==> src/rtl/cpu_run_ctrl.sv <==
// cpu_run_ctrl: run/step controller for the pipelined MIPS CPU board build.
// Turns raw board switches into a single-clock execution schedule. It
// synchronises and debounces the switches, selects one of four execution
// rates, and issues one-cycle cpu_en clock-enable pulses instead of a divided
// clock. It also sequences a timed soft reset and parks the CPU while it
// reports a halt.
module cpu_run_ctrl #(
    parameter int DIV        = 16,
    parameter int DEB_CYCLES = 500000,
    parameter int RST_CYCLES = 4
) (
    input  logic        clk,
    input  logic        rst,
    input  logic        sw_go,
    input  logic        sw_step,
    input  logic        sw_rate,
    input  logic        sw_clr,
    input  logic        cpu_halt,
    output logic        cpu_en,
    output logic        cpu_rst,
    output logic [1:0]  rate_sel,
    output logic [1:0]  run_state,
    output logic [15:0] en_count
);

    localparam int CW = $clog2(DEB_CYCLES + 1);
    localparam int PW = $clog2(DIV + 1);
    localparam int RW = (RST_CYCLES > 1) ? $clog2(RST_CYCLES) : 1;

    localparam logic [CW-1:0] DEB_LAST  = CW'(DEB_CYCLES - 1);
    localparam logic [RW-1:0] RCNT_LAST = RW'(RST_CYCLES - 1);

    typedef enum logic [1:0] {
        ST_RESET = 2'b00,
        ST_PAUSE = 2'b01,
        ST_RUN   = 2'b10,
        ST_HALT  = 2'b11
    } state_t;

    // Switch lanes: 0 go, 1 step, 2 rate, 3 clr
    logic [3:0]    sw_raw;
    logic [3:0]    sync_p0;
    logic [3:0]    sync_p1;
    logic [3:0]    deb;
    logic [3:0]    deb_q;
    logic [3:0]    rise;
    logic [CW-1:0] deb_cnt [4];

    logic go_deb;
    logic clr_deb;
    logic step_rise;
    logic rate_rise;
    logic clr_rise;

    logic [PW-1:0] period;
    logic [PW-1:0] pcnt;
    logic          tick;

    state_t        state;
    state_t        state_nxt;
    logic [RW-1:0] rcnt;

    assign sw_raw = {sw_clr, sw_rate, sw_step, sw_go};

    // Two-flop synchroniser for every raw switch
    always_ff @(posedge clk or negedge rst) begin
        if (!rst) begin
            sync_p0 <= '0;
            sync_p1 <= '0;
        end else begin
            sync_p0 <= sw_raw;
            sync_p1 <= sync_p0;
        end
    end

    // Debouncer: accept a new level only after DEB_CYCLES consecutive differing cycles
    always_ff @(posedge clk or negedge rst) begin
        if (!rst) begin
            deb   <= '0;
            deb_q <= '0;
            for (int i = 0; i < 4; i++) begin
                deb_cnt[i] <= '0;
            end
        end else begin
            deb_q <= deb;
            for (int i = 0; i < 4; i++) begin
                if (sync_p1[i] == deb[i]) begin
                    deb_cnt[i] <= '0;
                end else if (deb_cnt[i] == DEB_LAST) begin
                    deb[i]     <= sync_p1[i];
                    deb_cnt[i] <= '0;
                end else begin
                    deb_cnt[i] <= deb_cnt[i] + 1'b1;
                end
            end
        end
    end

    assign rise      = deb & ~deb_q;
    assign go_deb    = deb[0];
    assign clr_deb   = deb[3];
    assign step_rise = rise[1];
    assign rate_rise = rise[2];
    assign clr_rise  = rise[3];

    // Rate index survives soft resets; only the board reset clears it
    always_ff @(posedge clk or negedge rst) begin
        if (!rst) begin
            rate_sel <= 2'd0;
        end else if (rate_rise) begin
            rate_sel <= rate_sel + 2'd1;
        end
    end

    assign period = PW'(DIV >> rate_sel);
    assign tick   = (pcnt == period - 1'b1);

    // Prescaler restarts on reset and on every rate change so the new period starts clean
    always_ff @(posedge clk or negedge rst) begin
        if (!rst) begin
            pcnt <= '0;
        end else if (state == ST_RESET || rate_rise || tick) begin
            pcnt <= '0;
        end else begin
            pcnt <= pcnt + 1'b1;
        end
    end

    // State register
    always_ff @(posedge clk or negedge rst) begin
        if (!rst) begin
            state <= ST_RESET;
        end else begin
            state <= state_nxt;
        end
    end

    // Next-state logic: soft clear beats halt, halt beats go
    always_comb begin
        state_nxt = state;
        if (clr_rise) begin
            state_nxt = ST_RESET;
        end else begin
            case (state)
                ST_RESET: if (rcnt == RCNT_LAST && !clr_deb) state_nxt = ST_PAUSE;
                ST_PAUSE: if (go_deb) state_nxt = ST_RUN;
                ST_RUN: begin
                    if (cpu_halt) begin
                        state_nxt = ST_HALT;
                    end else if (!go_deb) begin
                        state_nxt = ST_PAUSE;
                    end
                end
                ST_HALT:  if (!go_deb) state_nxt = ST_PAUSE;
                default:  state_nxt = ST_RESET;
            endcase
        end
    end

    // Reset-length counter: zero outside RESET, saturates at RST_CYCLES-1 inside
    always_ff @(posedge clk or negedge rst) begin
        if (!rst) begin
            rcnt <= '0;
        end else if (state != ST_RESET || clr_rise) begin
            rcnt <= '0;
        end else if (rcnt != RCNT_LAST) begin
            rcnt <= rcnt + 1'b1;
        end
    end

    // Registered clock-enable: prescaler ticks in RUN, step edges in PAUSE, never while halting
    always_ff @(posedge clk or negedge rst) begin
        if (!rst) begin
            cpu_en <= 1'b0;
        end else begin
            cpu_en <= ((state == ST_RUN && tick) || (state == ST_PAUSE && step_rise)) && !cpu_halt;
        end
    end

    // Pulse counter, held at zero while the CPU is in reset
    always_ff @(posedge clk or negedge rst) begin
        if (!rst) begin
            en_count <= 16'd0;
        end else if (state == ST_RESET) begin
            en_count <= 16'd0;
        end else if (cpu_en) begin
            en_count <= en_count + 16'd1;
        end
    end

    assign cpu_rst   = (state == ST_RESET);
    assign run_state = state;

endmodule

==> config.mk <==
export PLATFORM = sky130hd
export DESIGN_NAME = cpu_run_ctrl
export DESIGN_NICKNAME = d
export VERILOG_FILES = /design/src/rtl/cpu_run_ctrl.sv
export SDC_FILE = /design/constraint.sdc
export NUM_CORES = 1
export LEC_CHECK = 0
export CORE_MARGIN = 1.5
export CORE_UTILIZATION = 62
export CTS_CLUSTER_SIZE = 24
export DETAILED_ROUTE_END_ITERATION = 7
export HOLD_SLACK_MARGIN = 0.05
export PLACE_DENSITY = 0.9
export SETUP_SLACK_MARGIN = 0.15
export SYNTH_ARGS = -nofsm -noshare
export SYNTH_HDL_FRONTEND = slang
export SYNTH_SLANG_ARGS = --single-unit
==> constraint.sdc <==
create_clock -name clk -period 4.4 [get_ports clk]
set_input_delay 0.88 -clock clk [delete_from_list [all_inputs] [get_ports clk]]
set_output_delay 0.88 -clock clk [all_outputs]
set_load 0.05 [all_outputs]
Yosys cells after proc, flatten, opt, wreduce, memory -nomap -nowiden. Cells that the tools add are included.

Register bits: 120. Bits of input ports: 7. Output and inout port bits: 22. Logic and storage cells: 87.

Add/sub/neg operators: 9. Eq/ne operators: 16. Shift operators: 1. Mux-type cells: 19. Bitwise logic cells: 6. Reduce and logical (&&, ||, !) cells: 19.

Operators with widths (count): 19-bit 2-to-1 mux (8); 19-bit by 1-bit adder with 19-bit output (second input constant) (4); 19-bit equality test (second input constant) (4); 16-bit 2-to-1 mux (2); 16-bit by 1-bit adder with 16-bit output (second input constant) (1); 2-bit 2-to-1 mux (7); 2-bit AND reduction (5); 2-bit case mux with 4 select lines (1); 2-bit equality test (second input constant) (3); 2-bit nonzero test (3); 5-bit by 1-bit adder with 5-bit output (second input constant) (1); 5-bit equality test (1); 5-bit 2-to-1 mux (1); 5-bit by 2-bit >> shifter with 5-bit output (first input constant) (1); 5-bit by 1-bit subtractor with 5-bit output (second input constant) (1); 2-bit by 1-bit adder with 2-bit output (second input constant) (2); 4-bit bitwise AND (1); 1-bit equality test (4); 1-bit logical AND (4); 1-bit logical OR (4); 1-bit inverter (4); 4-bit inverter (1); 3-bit by 1-bit != test with 1-bit output (second input constant) (1); 3-bit != test (second input constant) (1); other kinds (4) (5).

Longest topological paths before layout. Gate-level depths: netlist of run 1.

Depth after elaboration: 6. Depth in mapped cells: 6. Mapped depth without buffers: 6.

Worst setup path before layout of run 1. Ideal clock, no wire load.

Path kind: register to output. From: register state[1] (netlist: run_state[1]). To: output port cpu_rst. Arrival time: 1.813 ns. Data required time: 3.520 ns. Setup slack: 1.707 ns. Cell stages (with the launch flop): 4. Buffers on the path: 2. Cell sequence: dfrtp_1 > clkbuf_1 > nor2_1 > clkbuf_1.

Cells in the longest elaborated chain, start to end: 1.

Ends and longest elaborated chain: start, declared (line 59) `state_t state;`; start signal, assigned (line 134) `state <= state_nxt;`; 2-bit logical NOT (line 191) `assign cpu_rst = (state == ST_RESET);`; end, declared (line 20) `output logic cpu_rst,`.

No other way between the ends.

Worst setup path after layout of run 1. Same ends and word-level chain as after synthesis.

==> impl_metrics.tcl, run 1 <==
set metrics [dict create \
    grt_pass1_vias 4556 \
    fin_nets 626 \
    drc 0 \
    ys_types 51 \
    ctsHoldBuffers 0 \
    drt-wirelength-per-cell_um 16.1 \
    drive_above_1_share_pct 8.70 \
    required_ps 3520 \
    via_count 4493 \
    synth_ff_type "dfrtp_1" \
    tritoncts "done" \
    path_class "reg -> out" \
    critical_path_arrival_ps 2010 \
    worst_pin_slew_ps 950 \
    antenna_found_initial 0 \
    coreArea_um2 9240 \
    grt-ovfl-total 0 \
    synth_edf_count 0 \
    final.setup.worst_slack_ps 1510 \
    hpwl_mm 7.52 \
    drtIter0Drc 327 \
    clkTransAtPathRegs_ps 60 \
    drtPass1Iterations 5 \
    powerDensity_nw_per_um2 381 \
    clkLatencyLatePin_ps 520 \
    seq_area_frac_synth_pct 50.3 \
    leakage_nw 2.87 \
    pre_cts_slack_ps 2050 \
    rows 35 \
    worstHoldPathType "reg -> reg" \
    min_period_ps 2890 \
    syn_area_per_cell_um2 10.3 \
    regArea_um2 2980 \
    ctsResizeCount 0 \
    grt_start_max_net_pins 65 \
    maxCapViolCount 0 \
    cp-start-kind "flop" \
    cts_root_buf "clkbuf_8" \
    ir_worst_vdd_mv 0.302 \
    hold_slack_ps 347 \
    run_status "finished, final reports clean" \
    start_util_pct 64.0 \
    fin_setup_tns_ps 0 \
    cts_setup_buffers 0 \
    detail-route-antenna-nets 0 \
    max_slew_margin_pct 36.4 \
    ys_warn_count 0 \
    max_freq_ghz 0.346 \
    io_pins 29 \
    portBuffers 28 \
    finalCritPeriodShare_pct 65.7 \
    syn2layout_area_growth_pct 16.8 \
    hold_viol_final 0 \
    avgViaCountPerCell 5.99 \
    clock_skew_ps 8.18 \
    finish.utilization_pct 74.8 \
    wirelength_mm 12.1 \
    diodes 0 \
    cp_max_fo 9 \
    synth_area_um2 5920 \
    drv_slew 0 \
    place_congestion 0.831 \
    rsz0062_at_grt "no" \
    setup_violations 0 \
    cts.path.max_buffers 2 \
    async_flop_share_pct 100 \
    grt_pass1_wl_mm 21.2 \
    die_area_um2 10100 \
    die_w_um 101 \
    die_h_um 101 \
    h-tree-depth 4 \
    synth_cells 573 \
    end_kind "output pin" \
    numCtsBuffers 17 \
    fillers 573 \
    grt.total_usage_pct 26.5 \
    synth_seq_cells 119 \
    multi_input_area_um2 2790 \
    cts.sinks 119 \
    syn_nets 591 \
]
## final timing paths
kind                                                from                     to  slack [ps]  depth (start not counted)
worst min-delay path                sync_p0[1]$_DFF_PN0_   sync_p1[1]$_DFF_PN0_         350                          0
max in group asynchronous                            rst   sync_p0[1]$_DFF_PN0_        3210                          2
worst max register to register     deb_cnt[49]$_DFF_PN0_  deb_cnt[40]$_DFF_PN0_        2090                          4
worst max-delay path            run_state[1]$_DFFE_PN0P_                cpu_rst        1510                          2
min in group asynchronous                            rst  deb_cnt[70]$_DFF_PN0_         420                          1
worst min register to register      sync_p0[1]$_DFF_PN0_   sync_p1[1]$_DFF_PN0_         350                          0
## power by group
| group | leakage (nW) | switching, W | internal (W) |
|---|---|---|---|
| clock | 0.303 | 0.000476 | 0.000963 |
| combinational | 0.948 | 0.0000469 | 0.0000218 |
| sequential | 1.62 | 0.0000146 | 0.00111 |
## cell usage in the layout (no fill, tap or decap), types with 3 or more instances in the layout
master / Yosys / final
nand3_1: 40 / 40
xnor2_1: 43 / 43
dfrtp_1: 119 / 119
nor4_1: 17 / 17
clkbuf_1: 7 / 4
clkbuf_8: 0 / 4
and4_1: 8 / 8
nor3_1: 16 / 16
nor4b_1: 4 / 4
clkbuf_16: 0 / 16
mux2i_1: 4 / 4
nor2_1: 83 / 83
o41ai_4: 4 / 4
bufinv_16: 0 / 4
nand2_1: 29 / 29
xor2_1: 30 / 30
or4_1: 4 / 4
clkdlybuf4s50_1: 0 / 27
ha_1: 11 / 11
clkinv_2: 0 / 3
o21ai_0: 18 / 18
and2_1: 9 / 9
or3_1: 12 / 12
inv_1: 16 / 16
mux2_2: 5 / 5
a21oi_1: 22 / 22
nand4_1: 27 / 27
o31ai_1: 4 / 4
## critical path: stages (launching register included)
cell and delay, ps:
dfrtp_1 470, nor2_1 180, clkdlybuf4s50_1 840
## registers in the layout, indices dropped and copies added (netlist names)
register,flops
run_state,2
sync_p0,4
pcnt,5
deb_q,3
sync_p1,4
rcnt,2
cpu_en,1
rate_sel,2
deb,4
deb_cnt,76
en_count,16
## final cells by class
cell class                      count  share of cell area [%]
Clock buffer                       24                    6.81
Clock inverter                      8                    2.08
Sequential cell                   119                    43.1
Inverter                           16                   0.869
Multi-Input combinational cell    424                    40.4
Timing Repair Buffer               30                    4.42
Tap cell                          129                    2.34
## cell families (layout without fill, tap and decap cells)
kind of cell	after synthesis	after routing	synth area share (%)
simple gates	276	276	25.2
flops	119	119	50.3
xor+xnor	75	75	11.6
compound gates	53	53	6.45
buf+inv	30	78	2.52
fa+ha+maj	11	11	2.33
mux	9	9	1.63
## synthesized netlist by cell type, types with 2 or more instances
master / number / share of area [%]
buf_6: 4 / 0.76
and3_1: 2 / 0.21
and4_1: 8 / 1.2
ha_1: 11 / 2.3
and2_1: 9 / 0.95
nand2b_1: 2 / 0.21
xor2_1: 30 / 4.4
o41ai_4: 4 / 1.9
o31ai_1: 4 / 0.51
or3_1: 12 / 1.3
nand2_1: 29 / 1.8
or2_2: 2 / 0.21
clkbuf_1: 7 / 0.44
or4_1: 4 / 0.51
nand4_1: 27 / 2.9
or2_1: 2 / 0.21
buf_2: 2 / 0.17
or3_2: 2 / 0.25
or3b_2: 2 / 0.30
a21oi_1: 22 / 1.9
nor2b_1: 2 / 0.21
nor3b_1: 2 / 0.25
o21ai_0: 18 / 1.5
nor4b_1: 4 / 0.59
xnor2_1: 43 / 6.4
nor3_1: 16 / 1.4
mux2i_1: 4 / 0.68
inv_1: 16 / 1.0
mux2_2: 5 / 0.95
nand3_1: 40 / 3.4
nand3b_1: 2 / 0.25
dfrtp_1: 119 / 50
nor4_1: 17 / 1.8
nor2_1: 83 / 5.3
## routing by layer
metal	routed length [µm]	track usage [%]	vias up
li1	-	-	2108
met1	5220	34.3	2205
met2	6120	44.2	149
met3	478	5.13	31
met4	257	10.6	0
met5	0	0	-
## through the flow
| step | instances | total power [W] | instance area (µm²) |
|---|---|---|---|
| 5_1_grt | 750 | 0.00272 | 6910 |
| 4_1_cts | 750 | 0.00265 | 6910 |
| 2_1_floorplan | 573 | 0.00118 | 5920 |
| 3_5_place_dp | 718 | 0.00121 | 6300 |
| 6_report | 750 | 0.00263 | 6910 |
| 3_3_place_gp | 718 | 0.00121 | 6300 |
Note: power is estimated with default switching activity, not from simulation.
==> run 2: changes to the inputs <==
Settings changed: CORE_UTILIZATION 62 to 54, PLACE_DENSITY 0.9 to 0.84.
Clock period 4.4 ns to 2.5 ns, I/O delays scaled along.
==> impl_metrics.tcl, run 2 (synthesis results as in run 1) <==
set metrics [dict create \
    run_status "finished, final reports clean" \
    grt.total_usage_pct 22.5 \
    drtIter0Drc 436 \
    start_util_pct 55.1 \
    drv_slew 0 \
    required_ps 2000 \
    cts.sinks 119 \
    rsz0062_at_grt "no" \
    grt_pass1_vias 4347 \
    place_congestion 0.878 \
    fillers 784 \
    via_count 4445 \
    powerDensity_nw_per_um2 662 \
    top_regs "deb_cnt: 76 flops, en_count: 16 flops, pcnt: 5 flops" \
    coreArea_um2 10700 \
    cts.path.max_buffers 2 \
    max_freq_ghz 0.438 \
    crit_start "en_count[3]$_DFFE_PN0P_" \
    busiest_layer "met2" \
    final_common_cell "dfrtp_1" \
    hpwl_mm 7.78 \
    drtPass1Iterations 5 \
    rows 38 \
    numCtsBuffers 17 \
    die_area_um2 11600 \
    cp_max_fo 6 \
    portBuffers 28 \
    cp-start-kind "flop" \
    grt_use_met3_pct 6.36 \
    grt_pass1_wl_mm 20.3 \
    leakage_nw 2.99 \
    drt-wirelength-per-cell_um 15.4 \
    syn2layout_area_growth_pct 18.3 \
    max_slew_margin_pct 62.0 \
    rr_startpoint "deb_cnt[49]$_DFF_PN0_" \
    largest_reg_flops 76 \
    grt_start_max_net_pins 43 \
    antenna_found_initial 0 \
    avgViaCountPerCell 5.78 \
    die_w_um 108 \
    cpMaxStageDelayCell "clkdlybuf4s50_1" \
    worst_pin_slew_ps 564 \
    grt-ovfl-total 0 \
    drive_above_1_share_pct 10.3 \
    hold_slack_ps 349 \
    crit_family "buffers and inverters" \
    detail-route-antenna-nets 0 \
    path_buf_inv 1 \
    end_kind "output pin" \
    clock_skew_ps 6.54 \
    diodes 0 \
    cts_root_buf "clkbuf_8" \
    clkLatencyLatePin_ps 530 \
    finish.utilization_pct 65.2 \
    die_h_um 108 \
    grt_use_met1_pct 27.6 \
    path_class "reg -> out" \
    final_cell_mix "dfrtp_1, nor2_1, xnor2_1" \
    maxCapViolCount 0 \
    hold_start "sync_p0[0]$_DFF_PN0_" \
    fin_nets 634 \
    wirelength_mm 11.9 \
    finalCritPeriodShare_pct 91.3 \
    tritoncts "done" \
    setup_violations 0 \
    cpPeakStageDelay_ps 830 \
    critical_path_arrival_ps 1780 \
    path_cells "clkdlybuf4s50_1" \
    min_period_ps 2280 \
    ir_worst_vdd_mv 0.448 \
    drc 0 \
    hold_viol_final 0 \
    fin_setup_tns_ps 0 \
    clkTransAtPathRegs_ps 60 \
    worstHoldPathType "reg -> reg" \
    h-tree-depth 4 \
    grt.met2_usage_pct 38.0 \
    regMostFlops "deb_cnt" \
    io_pins 29 \
]
run 2: final timing paths:
kind	endpoint	slack, ps	depth (start not counted)
hold / removal	sync_p1[0]$_DFF_PN0_	350	0
setup reg to reg	deb_cnt[45]$_DFF_PN0_	470	5
max in group asynchronous	deb_cnt[27]$_DFF_PN0_	1380	3
hold reg to reg	sync_p1[0]$_DFF_PN0_	350	0
min in group asynchronous	deb_cnt[64]$_DFF_PN0_	450	2
setup / recovery	en_count[3]	220	1
run 2: area by class of cell:
class                           instances  area [µm²]  share of cell area [%]
Clock buffer                           20         445                    6.36
Clock inverter                         12         175                    2.50
Multi-Input combinational cell        424        2790                    39.9
Inverter                               16        60.1                   0.858
Tap cell                              140         175                    2.50
Sequential cell                       119        2980                    42.5
Timing Repair Buffer                   38         377                    5.38
run 2: report_power, final:
| part | internal [W] | switching, W |
|---|---|---|
| combinational | 0.0000461 | 0.0000853 |
| clock | 0.00167 | 0.000856 |
| sequential | 0.00195 | 0.0000257 |
run 2: per-stage QoR:
stage,std cells,setup WS [ps],total power [W],instance area (µm²)
final,769,217,0.00463,7000
after floorplan,573,187,0.00207,5920
after global placement,736,581,0.00214,6370
after detailed placement,736,538,0.00214,6370
after global routing,769,157,0.00480,7000
after CTS,769,180,0.00467,6990
run 2: per-layer routing:
| metal | wire (µm) | up-vias |
|---|---|---|
| li1 | - | 2127 |
| met1 | 5160 | 2202 |
| met2 | 6070 | 103 |
| met3 | 471 | 13 |
| met4 | 153 | 0 |
| met5 | 0 | - |
run 2: what timing repair did:
action                                  CTS  global route
endpoints found under the hold margin    29             0
endpoints found under the setup margin    7             3
resized for setup                         7             3
hold buffers                              1             0
buffers inserted                          0             0
